==> config.mk <==
export PLATFORM = sky130hd
export DESIGN_NAME = serial_rx_deshifter
export DESIGN_NICKNAME = d
export VERILOG_FILES = /design/src/rtl/serial_rx_deshifter.sv
export SDC_FILE = /design/constraint.sdc
export NUM_CORES = 1
export LEC_CHECK = 0
export ABC_CLOCK_PERIOD_IN_PS = 2800
export CORE_MARGIN = 10
export CORE_UTILIZATION = 52
export DETAILED_ROUTE_END_ITERATION = 6
export PLACE_DENSITY = 0.81
export SLEW_MARGIN = 25
export SYNTH_ARGS = -nofsm -noshare
export SYNTH_HDL_FRONTEND = slang
export SYNTH_SLANG_ARGS = --single-unit
==> constraint.sdc <==
create_clock -name clk -period 2.8 [get_ports clk]
set_input_delay 0.28 -clock clk [delete_from_list [all_inputs] [get_ports clk]]
set_output_delay 0.28 -clock clk [all_outputs]
set_load 0.05 [all_outputs]
==> src/rtl/serial_rx_deshifter.sv <==
//------------------------------------------------------------------------------
// Module      : serial_rx_deshifter
// Description : LSB-first serial-to-parallel receiver with a held valid/ack
//               output word and a sticky overrun flag.
// Revision    : 1.0 - initial release
//------------------------------------------------------------------------------
`default_nettype none

module serial_rx_deshifter #(
    parameter int DATA_WIDTH = 8,
    parameter int CNT_W      = $clog2(DATA_WIDTH)
) (
    input  logic                  clk,
    input  logic                  reset,
    input  logic                  start,
    input  logic                  serial_in,
    input  logic                  bit_valid,
    input  logic                  data_ack,
    output logic                  busy,
    output logic                  done,
    output logic [DATA_WIDTH-1:0] data_out,
    output logic                  data_valid,
    output logic                  overrun
);

    localparam logic [1:0] ST_IDLE  = 2'd0;
    localparam logic [1:0] ST_SHIFT = 2'd1;
    localparam logic [1:0] ST_DONE  = 2'd2;

    localparam logic [CNT_W-1:0] LAST_BIT = CNT_W'(DATA_WIDTH - 1);

    logic [1:0]            state_q, state_d;
    logic [DATA_WIDTH-1:0] shift_q, shift_d;
    logic [CNT_W-1:0]      cnt_q, cnt_d;
    logic [DATA_WIDTH-1:0] data_out_q, data_out_d;
    logic                  valid_q, valid_d;
    logic                  ovr_q, ovr_d;

    always_ff @(posedge clk) begin
        if (!reset) begin
            state_q <= ST_IDLE;
        end else begin
            state_q <= state_d;
        end
    end

    always_comb begin
        state_d = state_q;
        case (state_q)
            ST_IDLE:  if (start) state_d = ST_SHIFT;
            ST_SHIFT: if (bit_valid && (cnt_q == LAST_BIT)) state_d = ST_DONE;
            ST_DONE:  state_d = ST_IDLE;
            default:  state_d = ST_IDLE;
        endcase
    end

    always_comb begin
        busy = 1'b0;
        done = 1'b0;
        case (state_q)
            ST_SHIFT: busy = 1'b1;
            ST_DONE: begin
                busy = 1'b1;
                done = 1'b1;
            end
            default: ;
        endcase
    end

    // A word published on the DONE exit wins over any ack on the same edge.
    always_comb begin
        shift_d    = shift_q;
        cnt_d      = cnt_q;
        data_out_d = data_out_q;
        valid_d    = valid_q;
        ovr_d      = ovr_q;
        if (valid_q && data_ack) begin
            valid_d = 1'b0;
        end
        case (state_q)
            ST_IDLE: begin
                if (start) begin
                    shift_d = '0;
                    cnt_d   = '0;
                end
            end
            ST_SHIFT: begin
                if (bit_valid) begin
                    shift_d = {serial_in, shift_q[DATA_WIDTH-1:1]};
                    cnt_d   = (cnt_q == LAST_BIT) ? '0 : cnt_q + CNT_W'(1);
                end
            end
            ST_DONE: begin
                data_out_d = shift_q;
                valid_d    = 1'b1;
                if (valid_q && !data_ack) begin
                    ovr_d = 1'b1;
                end
            end
            default: ;
        endcase
    end

    always_ff @(posedge clk) begin
        if (!reset) begin
            shift_q    <= '0;
            cnt_q      <= '0;
            data_out_q <= '0;
            valid_q    <= 1'b0;
            ovr_q      <= 1'b0;
        end else begin
            shift_q    <= shift_d;
            cnt_q      <= cnt_d;
            data_out_q <= data_out_d;
            valid_q    <= valid_d;
            ovr_q      <= ovr_d;
        end
    end

    assign data_out   = data_out_q;
    assign data_valid = valid_q;
    assign overrun    = ovr_q;

endmodule

`default_nettype wire

; ---- Yosys cells after proc, flatten, opt, wreduce, memory -nomap -nowiden
; Cells that the tools add are included.
; Widths: inputs -> output; s select.
[classes]
eq_ne = 6
addsub = 1
reduce_logical = 11
n_mux = 14
[op_table]
columns = operator, n
row1 = $mux 8, 2
row2 = $pmux 8 s2, 1
row3 = $mux 3, 3
row4 = $ne 2x2->1 const B, 3
row5 = $pmux 3 s2, 1
row6 = $mux 1, 4
row7 = $mux 2, 2
row8 = $pmux 2 s2, 1
row9 = $reduce_and 2->1, 2
row10 = $reduce_bool 2->1, 2
row11 = $add 3x1->3 const B, 1
row12 = $eq 3x3->1 const B, 1
row13 = $logic_and 1x1->1, 3
row14 = $reduce_and 3->1, 1
row15 = $eq 2x1->1 const B, 1
row16 = $eq 2x2->1 const B, 1
row17 = $logic_not 2->1, 1
row18 = $reduce_or 2->1, 1
row19 = $logic_not 1->1, 1
[totals]
wordCells = 38
in_bits = 6
reg_bits = 23
output_inout_bits = 12

; ---- Logic depth before layout (Yosys ltp)
; Gate-level depths: netlist of the first run.
[logic_depth]
word_depth = 4
mapped_depth = 6
mapped_depth_nobuf = 5

; ---- Least setup slack after synthesis of the first run
; OpenSTA, ideal clock, no wires.
[synth_timing]
path_kind = register to register
from = register state_q[0]
to = register data_out_q[0], in the netlist data_out[0]
setup_ps = 117
arrival_time_ps = 1448
stages_incl_launch_ff = 6
path_slack_ps = 1234
n_path_buf = 1
cell_sequence = dfxtp_1 > inv_1 > ha_1 > buf_2 > mux2i_1 > nor2b_1
[synth_between]
elab_chain_cells = 1
[synth_rtl]
columns = item, line
row1 = "start, declared", 32  ; logic [1:0] state_q, state_d;
row2 = "start signal, assigned", 43  ; state_q <= state_d;
row3 = $eq 2x2->1, 80  ; case (state_q)
row4 = "end signal, assigned", 114  ; data_out_q <= data_out_d;
row5 = "end, declared", 35  ; logic [DATA_WIDTH-1:0] data_out_q, data_out_d;
; Every way passes these cells.
; A chain may end at the register's enable or synchronous reset.

; ---- Worst setup path after layout of the first run
[layout_timing]
from = register state_q[0]
to = output port done
[layout_between]
elab_chain_cells = 2
[layout_rtl]
columns = item, line
row1 = $eq 2x2->1, 60  ; case (state_q)
row2 = $mux 1, 60
row3 = "end, declared", 20  ; output logic done,
; Every way passes these cells.

==> results of run 1 <==
==> critical path, stage by stage, from the launching register on <==
cell and delay (ns):
dfxtp_1 0.34, inv_1 0.10, ha_1 0.15, buf_4 0.20
clkdlybuf4s50_1 0.83
==> metal layers <==
metal  up-vias  routed length (microns)
met5         -                        0
met4         0                        9
met3         2                       72
met2        12                      694
met1       274                      744
li1        313                        -
==> stage by stage <==
step | setup WS [ns] | area [sq um] | cells | hold WS (ns)
after CTS | 0.579 | 1090 | 112 | 0.494
after global routing | 0.481 | 1090 | 112 | 0.518
after floorplan | 1.23 | 896 | 78 | 0.408
final | 0.588 | 1090 | 112 | 0.486
after global placement | 0.855 | 1070 | 108 | 0.463
after detailed placement | 0.820 | 1070 | 108 | 0.468
==> how the worst min path moves through the flow <==
stage                      end  slack (ns)
finish              state_q[0]        0.49
global route        state_q[0]        0.52
CTS                 state_q[0]        0.49
detailed placement    cnt_q[2]        0.47
global placement      cnt_q[1]        0.46
floorplan              overrun        0.41
==> layout make-up <==
cell class,count,area [sq um]
Clock buffer,4,26.3
Fill cell,133,464
Inverter,2,7.51
Multi-Input combinational cell,49,403
Sequential cell,23,460
Tap cell,16,20.0
Timing Repair Buffer,18,178
==> cell usage after synthesis <==
| library cell | instances |
|---|---|
| nand3_1 | 1 |
| buf_6 | 1 |
| o221a_2 | 1 |
| nor2_1 | 2 |
| a21oi_1 | 2 |
| nor2b_1 | 10 |
| a22o_2 | 1 |
| inv_1 | 2 |
| dfxtp_1 | 23 |
| mux2i_1 | 10 |
| ha_1 | 6 |
| nand2_1 | 3 |
| a22o_1 | 10 |
| and2b_1 | 1 |
| o21a_1 | 2 |
| clkbuf_1 | 1 |
| buf_2 | 2 |
==> power groups by stage <==
stage / combinational [mW] / sequential [mW] / clock (mW)
floorplan: 0.206 / 0.376 / 0
global placement: 0.263 / 0.365 / 0
detailed placement: 0.269 / 0.365 / 0
CTS: 0.270 / 0.358 / 0.149
global route: 0.291 / 0.360 / 0.163
finish: 0.267 / 0.358 / 0.147
==> registers in the layout, summed over array words and instances (netlist names) <==
signal	cells
data_valid	1
shift_q	8
cnt_q	3
data_out	8
state_q	2
overrun	1
==> logic make-up after synthesis <==
family | after synthesis | synth area share (%)
compound gates | 16 | 14.9
fa+ha+maj | 6 | 8.38
buf+inv | 6 | 3.63
flops | 23 | 51.4
mux | 10 | 11.2
simple gates | 17 | 10.5
==> flow_summary.json, run 1 <==
{
  "power.internal_mw": 0.504,
  "dpl.hpwl_mm": 1.10,
  "setup_violations": 0,
  "p_sw_share_pct": 34.7,
  "maxCapViolations": 0,
  "met1_usage_pct": 11.1,
  "ratio_of_cells_with_drive_above_1_in_the_final_layout_pct": 6.25,
  "clock_tree.htree_level_count": 1,
  "synth-seq-cells": 23,
  "launch_point_of_the_worst_hold_path": "state_q[0]",
  "area_delta_synth_final_pct": 22.2,
  "dieWidth_microns": 61.5,
  "global_route.peak_usage_layer": "met2",
  "ff2ff_path_depth": 5,
  "tritoncts_clock_tree": "built",
  "drt-vias-per-instance": 5.37,
  "die_height_microns": 61.5,
  "switching_power_mw": 0.268,
  "power.share.clock_pct": 19.0,
  "syn_area_sq_um": 896,
  "worstHoldPathType": "register to register",
  "clock_path_buffers": 2,
  "rsz0062_at_grt": "no",
  "post-synth-top-area-cell": "dfxtp_1",
  "worstPathArrival_ns": 1.93,
  "critPathLaunch": "state_q[0]",
  "most-common-layout-cells": "dfxtp_1, clkdlybuf4s50_1, mux2i_1, a22o_1, nor2b_1",
  "hold_buffers": 0,
  "drc": 0,
  "wl_per_cell_microns": 13.6,
  "crit_type": "register to primary output",
  "design.core.area_sq_um": 1560,
  "dr.pass1.iters": 4,
  "antenna_found_initial": 0,
  "synthesis.nets": 90,
  "clk_transition_reported_paths_ns": 0.12,
  "fp.dieArea_sq_um": 3780,
  "worst-r2r-setup-slack_ns": 1.09,
  "hold-path-cell-count": 2,
  "setup_tns_ns": 0,
  "critical_path.reg2reg.startpoint": "state_q[1]",
  "final_min_period_over_clock_period_pct": 79.0,
  "drt_iter0_markers": 16,
  "synthesis.instances": 78,
  "cts_setup_buffers": 0,
  "synth.yosys.warnings": 0,
  "kind_of_start_point_of_the_critical_path": "register",
  "critical_path.endpoint": "done",
  "first_global_vias": 549,
  "worst_ir_drop_vdd_v": 0.000653,
  "rows": 14,
  "antenna_left": 0,
  "regToRegEndpoint": "shift_q[4]",
  "number_of_buffers_inserted_during_clock_tree_synthesis": 3,
  "layout.nets": 109,
  "antenna_cells": 0,
  "cp_data_required_time_ns": 2.52,
  "synth_largest_type_area_fraction_pct": 51.4,
  "synth-seq-area-share_pct": 51.4,
  "drt-total-wl_mm": 1.52,
  "crit_path_end_kind": "primary output",
  "initial_utilization_pct": 57.5,
  "yosys-top-cells-area": "dfxtp_1, mux2i_1, a22o_1",
  "cts.sinks": 23,
  "fin_util_pct": 70.2,
  "finalPower_mw": 0.772,
  "layout_commonest_cell": "dfxtp_1",
  "gr-usage-met2_pct": 13.0,
  "outcome": "finished, final reports clean",
  "final_hold_viol_count": 0,
  "grt_max_degree": 16,
  "numPortBuffers": 17,
  "post_cts_resized": 0,
  "avgSynthCellArea_sq_um": 11.5,
  "synthDistinctLibCells": 17,
  "worst_skew_pair.late_latency_ns": 0.30,
  "timing_worst_slew_pin_value_ns": 0.657,
  "top_level_ports": 18,
  "powerDensity_nw_per_um2": 705,
  "period_needed_ns": 2.21,
  "timing_max_transition_violations_final": 0,
  "fmax_mhz": 452,
  "grt_use_met3_pct": 4.32,
  "clock-root-buffer": "clkbuf_4",
  "routabilityCongestion": 0.674,
  "grt-ovfl-total": 0,
  "final.setup_skew_ns": 0.00840,
  "worstPathMaxFanout": 11,
  "grt_first_pass_wirelength_mm": 2.53,
  "max_slew_margin_pct": 56.1,
  "total_via_count_in_the_routed_design": 601,
  "power.sequential.fraction_pct": 46.4,
  "tot_gr_track_use_pct": 8.86,
  "p_comb_share_pct": 34.6,
  "p_leak_nw": 0.419
}
Power figures use the tool's default switching activity.
==> run 2, diff against run 1 <==
Settings changed: ABC_CLOCK_PERIOD_IN_PS 2800 to 2100, CORE_UTILIZATION 52 to 48, PLACE_DENSITY 0.81 to 0.75.
Clock period 2.8 ns to 2.1 ns, I/O delays scaled along.
==> run 2 against run 1 <==
Non-clock buffer count up 1. First-iteration DRC count fell by 50%. Power increased by 35%. Flip-flop and latch count is the same. Final cell count up 8.9%. Core utilization down 5.6 points. Die area up 5.6%.
==> flow_summary.json, run 2 (synthesis gave the netlist of run 1 again) <==
{
  "period_needed_ns": 1.72,
  "ff2ff_path_depth": 5,
  "clock_tree.htree_level_count": 1,
  "area_delta_synth_final_pct": 25.8,
  "grt-ovfl-total": 0,
  "final_min_period_over_clock_period_pct": 82.1,
  "route.met3.wl_microns": 109,
  "topRoutingLayerUsed": "met4",
  "timing_worst_slew_pin_value_ns": 0.681,
  "dpl.hpwl_mm": 1.26,
  "kind_of_start_point_of_the_critical_path": "register",
  "setup_violations": 0,
  "total_via_count_in_the_routed_design": 617,
  "fp.dieArea_sq_um": 3990,
  "cts.sinks": 23,
  "dr.pass1.iters": 4,
  "drt-vias-per-instance": 5.06,
  "crit_path_end_kind": "register",
  "routabilityCongestion": 0.722,
  "drt-total-wl_mm": 1.62,
  "max_slew_margin_pct": 54.4,
  "rsz0062_at_grt": "no",
  "grt_first_pass_wirelength_mm": 2.67,
  "critical_path.reg2reg.startpoint": "state_q[1]",
  "dieWidth_microns": 63.2,
  "antenna_cells": 0,
  "crit_type": "register to register",
  "worstPathMaxFanout": 11,
  "outcome": "finished, final reports clean",
  "clock-root-buffer": "clkbuf_4",
  "worst_ir_drop_vdd_v": 0.000570,
  "clk_transition_reported_paths_ns": 0.12,
  "worstHoldPathType": "register to register",
  "p_leak_nw": 0.444,
  "maxCapViolations": 0,
  "met2_length_microns": 768,
  "die_height_microns": 63.2,
  "placed_cells": 118,
  "fmax_mhz": 580,
  "antenna_found_initial": 0,
  "tot_gr_track_use_pct": 8.07,
  "drt_iter0_markers": 8,
  "worstPathArrival_ns": 1.97,
  "grt_max_degree": 15,
  "clock_path_buffers": 2,
  "launch_point_of_the_worst_hold_path": "state_q[0]",
  "number_of_buffers_inserted_during_clock_tree_synthesis": 3,
  "top_level_ports": 18,
  "regToRegEndpoint": "cnt_q[1]",
  "design.core.area_sq_um": 1750,
  "cp_data_required_time_ns": 2.35,
  "cts_setup_buffers": 0,
  "final_hold_viol_count": 0,
  "setup_tns_ns": 0,
  "rows": 15,
  "timing_max_transition_violations_final": 0,
  "hold-path-cell-count": 2,
  "ratio_of_cells_with_drive_above_1_in_the_final_layout_pct": 9.28,
  "numPortBuffers": 17,
  "wl_per_cell_microns": 13.3,
  "first_global_vias": 567,
  "layout.nets": 110,
  "dp_worst_setup_slack_ns": 0.385,
  "worst_skew_pair.late_latency_ns": 0.30,
  "antenna_left": 0,
  "worst-r2r-setup-slack_ns": 0.38,
  "postLayoutSetupSlackWorst_ns": 0.376,
  "powerDensity_nw_per_um2": 927,
  "tritoncts_clock_tree": "built",
  "drc": 0,
  "initial_utilization_pct": 51.3,
  "most-common-layout-cells": "dfxtp_1, clkdlybuf4s50_1, mux2i_1, a22o_1, nor2b_1",
  "final.setup_skew_ns": 0.00374,
  "whs_endpoint": "state_q[0]",
  "layout_commonest_cell": "dfxtp_1",
  "drt-met1-wl_microns": 736,
  "layoutNonFillerInstCount": 122
}
## run 2: cell types whose count changed in the layout (fill, tap and decap cells not counted)
cell,previous run,this run
buf_12,0,1
dlymetal6s2s_1,0,1
clkdlybuf4s50_1,17,15
buf_4,1,2
clkbuf_1,1,0
clkinv_2,0,1
## run 2: how the worst max path moves through the flow
| stage | startpoint | endpoint | slack [ns] |
|---|---|---|---|
| 2_1_floorplan | state_q[0] | data_out[0] | 0.53 |
| 3_3_place_gp | state_q[1] | busy | 0.39 |
| 3_5_place_dp | state_q[1] | busy | 0.38 |
| 4_1_cts | state_q[1] | busy | 0.02 |
| 5_1_grt | state_q[0] | shift_q[0] | 0.26 |
| 6_report | state_q[1] | cnt_q[1] | 0.38 |
## run 2: metrics by stage
stage / instance area [sq um] / power (mW) / util, % / hold slack, ns
6_report: 1130 / 1.05 / 64.6 / 0.490
4_1_cts: 1120 / 1.06 / 64.4 / 0.494
3_3_place_gp: 1100 / 0.858 / 62.9 / 0.461
2_1_floorplan: 896 / 0.775 / - / 0.338
3_5_place_dp: 1100 / 0.870 / 62.9 / 0.466
5_1_grt: 1130 / 1.11 / 64.6 / 0.490
## run 2: final cells by class
| type | instances | area [sq um] |
|---|---|---|
| clock inverters | 1 | 5.00 |
| multi-input cells | 49 | 403 |
| clock buffers | 3 | 22.5 |
| flip-flops and latches | 23 | 460 |
| well taps | 25 | 31.3 |
| repair buffers | 19 | 198 |
| inverters | 2 | 7.51 |
| fillers | 164 | 618 |
## run 2: power breakdown
group	total (mW)	switching (mW)	internal, mW
registers	0.478	0.0175	0.461
logic	0.375	0.225	0.150
clock network	0.192	0.121	0.0710
## run 2: repair_timing
item                       CTS  global route
hold buffers                 0             0
hold endpoints to repair     0             0
gates resized for setup      0             1
setup endpoints to repair    0             1
## run 2: worst max-delay path, cell delays in order, from the launching register on
cell and delay [ns]:
dfxtp_1 0.38, inv_1 0.09, ha_1 0.20, and2b_1 0.20, nor2_1 0.55, a22o_1 0.25
## run 2: per-layer routing
layer  track usage [%]  vias to the layer above
met2              12.7                       17
met5                 0                        -
met3              4.59                        2
met1              9.33                      282
li1                  -                      316
met4              1.64                        0
